<file path="src/rtl/counter_arbiter.sv">
// Round-robin command arbiter/sequencer for the shared 32-bit counter.
// Each command runs IDLE->EXEC->CAPT->ACK with registered outputs.
module counter_arbiter (
  input  logic        clk,
  input  logic        reset,
  input  logic        req0,
  input  logic        req1,
  input  logic [1:0]  op0,
  input  logic [1:0]  op1,
  output logic        ack0,
  output logic        ack1,
  output logic [31:0] rdata,
  output logic        busy,
  input  logic [31:0] counter_value,
  output logic        counter_reset,
  output logic        counter_double
);

  typedef enum logic [1:0] {
    IDLE = 2'd0,
    EXEC = 2'd1,
    CAPT = 2'd2,
    ACK  = 2'd3
  } state_t;

  state_t      r_state;
  logic        r_id;
  logic        r_last;
  logic [1:0]  r_op;
  logic        r_ack0;
  logic        r_ack1;
  logic        r_busy;
  logic        r_clr;
  logic        r_dbl;
  logic [31:0] r_rdata;

  logic        w_req;
  logic        w_gnt;
  logic [1:0]  w_op;

  // On a tie the requester not granted last wins
  assign w_req = req0 | req1;
  assign w_gnt = (req0 & req1) ? ~r_last : req1;
  assign w_op  = w_gnt ? op1 : op0;

  always_ff @(posedge clk or posedge reset) begin
    if (reset) begin
      r_state <= IDLE;
      r_id    <= 1'b0;
      r_last  <= 1'b1;
      r_op    <= 2'b00;
      r_ack0  <= 1'b0;
      r_ack1  <= 1'b0;
      r_busy  <= 1'b0;
      r_clr   <= 1'b0;
      r_dbl   <= 1'b0;
      r_rdata <= 32'd0;
    end else begin
      unique case (r_state)
        IDLE: begin
          if (w_req) begin
            r_id    <= w_gnt;
            r_last  <= w_gnt;
            r_op    <= w_op;
            r_clr   <= w_op[0];
            r_dbl   <= (w_op == 2'b10);
            r_busy  <= 1'b1;
            r_state <= EXEC;
          end
        end
        EXEC: begin
          r_clr <= 1'b0;
          r_dbl <= 1'b0;
          // SNAP and RCLR read the pre-op value
          if (r_op[0] == r_op[1])
            r_rdata <= counter_value;
          r_state <= CAPT;
        end
        CAPT: begin
          if (r_op[0] != r_op[1])
            r_rdata <= counter_value;
          r_ack0  <= ~r_id;
          r_ack1  <= r_id;
          r_state <= ACK;
        end
        ACK: begin
          r_ack0  <= 1'b0;
          r_ack1  <= 1'b0;
          r_busy  <= 1'b0;
          r_state <= IDLE;
        end
        default: r_state <= IDLE;
      endcase
    end
  end

  assign ack0           = r_ack0;
  assign ack1           = r_ack1;
  assign busy           = r_busy;
  assign rdata          = r_rdata;
  assign counter_double = r_dbl;
  assign counter_reset  = reset | r_clr;

endmodule

</file>
<file path="config.mk">
export PLATFORM = sky130hd
export DESIGN_NAME = counter_arbiter
export DESIGN_NICKNAME = d
export VERILOG_FILES = /design/src/rtl/counter_arbiter.sv
export SDC_FILE = /design/constraint.sdc
export NUM_CORES = 1
export LEC_CHECK = 0
export ABC_AREA = 1
export CAP_MARGIN = 20
export CORE_UTILIZATION = 47
export DETAILED_ROUTE_END_ITERATION = 12
export GPL_TIMING_DRIVEN = 0
export PLACE_DENSITY = 0.85
export SYNTH_ARGS = -nofsm -noshare
export SYNTH_HDL_FRONTEND = slang
export SYNTH_SLANG_ARGS = --single-unit
export TNS_END_PERCENT = 10
</file>
<file path="constraint.sdc">
create_clock -name clk -period 3.4 [get_ports clk]
set_clock_uncertainty 0.15 [all_clocks]
set_input_delay 0.34 -clock clk [delete_from_list [all_inputs] [get_ports clk]]
set_output_delay 0.34 -clock clk [all_outputs]
set_load 0.02 [all_outputs]
</file>
==> impl_results.md <==
- Setup violators final: 0
- Port Buffers: 76
- CTS sink count: 43
- Clk Latency, worst-skew pair: 0.28 ns
- Core area: 4029 sq um
- Setup TNS: 0 ns
- CTS tree: done
- Post-route ant nets: 0
- Die W: 66.82 microns
- Mapped Cells: 217
- Top-count cell post-synth: nand3_1
- Largest net degree at the start of global routing: 29
- CTS H-tree lvls: 2
- Worst reg2reg path depth: 8
- Die area: 4464 sq um
- Hold Crit Class: in -> async
- Die height: 66.82 microns
- Peak VDD IR: 0.5972 mV
- Initial antenna violation count: 0
- Critical Path RT: 2.91 ns
- Dpl hpwl: 3.193 mm
- CTS Buf Count: 5
- Fmax: 0.4603 GHz
- RSZ-0062 raised after global routing: no
- Vias: 1779
- Synth top area share: 0.5323
- Critical Path Start Type: input pin
- Post-synth cell types: 18
- # placed instances: 344
- Root Buffer: clkbuf_8
- CP Capture Type: primary output
- Final hold vios: 0
- Number of top-level pins: 77
- Hold Worst Slack: 0.1932 ns
- Nets@finish: 346
- YS warnings: 0
- Area delta synth->final: 47.15%
- DRC viols: 0
- Ratio of total power to cell area: 1103 nW/um^2
- Tot GR Track Use: 0.2106
- Rows: 23
- Iter 0 DRT Violations: 153
- Async set-reset flop share out of synthesis: 1.000
- Setup ws final: 1.227 ns
- Global route total overflow: 0
- Mapped Nets: 262
- EDFF count, synth: 0
- Post-CTS Setup Inserts: 0
- Ant diodes: 0
- Seq/Total Area, Yosys: 0.5456
- Static Leak: 1.375 nW
- Place WS: 1.188 ns
- Cts repair resizes: 0
- Mean Syn Cell Area: 9.099 sq um
- Final period utilization: 0.6390
- Total wire length: 4.358 mm
- Clk slew on worst S/H paths: 0.08 ns
- Initial core utilization: 0.4901
- Synth Flop Type: dfrtp_1
- WP data arrival: 1.68 ns
- GP Congestion: 0.7076
- Crit path time final: 2.173 ns
- Most common library cells after synthesis: 69 x nand3_1, 54 x nand2_1, 42 x dfrtp_1
- Worst-Margin Slew: 0.4171 ns
- Max Slew Vio Count: 0
- Synth top area cells: dfrtp_1 53%, nand3_1 17%, nand2_1 10%, buf_6 5.1%, ha_1 3.2%
- Number of global-route vias before repair: 1619
- Crit path kind: in -> out
- First-pass GRT wire length: 7.038 mm
- Vias per Instance: 5.068
- Number of max-cap violations: 0
- Rel. slew slack: 0.7190
- Post-CTS Hold Fix Bufs: 0
- Per-cell routed wire length: 12.42 microns
- Max FO, Critical Path: 17
- Yosys reg bits: 43
- Status: finished, final reports clean
- Max Root-Sink Buffers: 2
- Post-synthesis cell area: 1974 sq um
- Non-filler cells, final: 351
- Top cell type by total area after synthesis: dfrtp_1
- Pre-antenna DRT Iters: 5
- Proportion of layout cells with a drive suffix above 1: 0.08970
where the power goes:
part | internal (mW) | switching, mW
logic | 0.891 | 1.07
clock network | 0.159 | 0.159
registers | 0.789 | 0.142
layout make-up:
class	count	area [sq um]
Multi-Input combinational cell	150	728.2
Fill cell	307	1124
Clock buffer	6	82.58
Clock inverter	1	5.005
Sequential cell	43	1077
Tap cell	50	62.56
Timing Repair Buffer	77	780.7
Inverter	12	45.04
Buffer	12	123.9
worst paths after layout:
| kind | slack [ns] | startpoint | endpoint |
|---|---|---|---|
| min in group clk | 0.32 | r_last$_DFFE_PP1P_ | r_last$_DFFE_PP1P_ |
| min | 0.19 | reset | rdata[2]$_DFFE_PP0P_ |
| max in group asynchronous | 2.37 | reset | r_last$_DFFE_PP1P_ |
| max reg2reg | 1.66 | r_state[1]$_DFFE_PP0P_ | rdata[19]$_DFFE_PP0P_ |
| max | 1.23 | reset | counter_reset |
| min reg2reg | 0.32 | r_last$_DFFE_PP1P_ | r_last$_DFFE_PP1P_ |
cells by family (layout without fill, tap and decap cells):
kind of cell,Yosys count,after routing,synth area share
AO/OA/AOI/OAI,14,14,0.03929
XOR/XNOR,1,1,0.004437
adder cells (fa/ha/maj),5,5,0.03169
buffers and inverters,24,108,0.08556
flip-flops,43,43,0.5456
AND/OR/NAND/NOR,130,130,0.2934
through the flow:
step,power [mW],area (sq um),utilization
final,3.206,2905,0.7211
after global routing,3.476,2905,0.7211
after CTS,3.239,2905,0.7211
after detailed placement,2.912,2818,0.6994
after global placement,2.849,2798,0.6944
after floorplan,2.199,1974,-
metal layers:
metal,GRT usage,share of wire
met5,0,0
met4,0.04787,0.0071
met3,0.06164,0.067
met2,0.3510,0.48
met1,0.2682,0.44
worst max-delay path, stage by stage:
cell and delay [ns]:
clkdlybuf4s50_1 0.47, inv_2 0.16, nand2_1 0.11, clkdlybuf4s50_1 0.60
cell usage in the layout, fill, tap and decap left out:
cell and instances:
buf_12 1, clkbuf_8 6, buf_6 9, inv_2 3, nand2_2 1, xnor2_1 1
clkdlybuf4s50_1 76, nand3_1 69, o21ai_2 1, o22ai_1 1, dfstp_2 1, a21oi_1 2
o21ai_0 9, nand2_1 54, o211ai_1 1, buf_4 3, clkinv_2 1, dfrtp_1 42
nor2_1 5, nor2_2 1, inv_1 9, ha_1 5
flip-flops by register name, indices dropped and copies added (netlist names):
| name | count |
|---|---|
| busy | 1 |
| ack0 | 1 |
| r_clr | 1 |
| r_state | 2 |
| r_last | 1 |
| r_id | 1 |
| rdata | 32 |
| ack1 | 1 |
| r_op | 2 |
| counter_double | 1 |
Note: power is estimated with default switching activity, not from simulation.
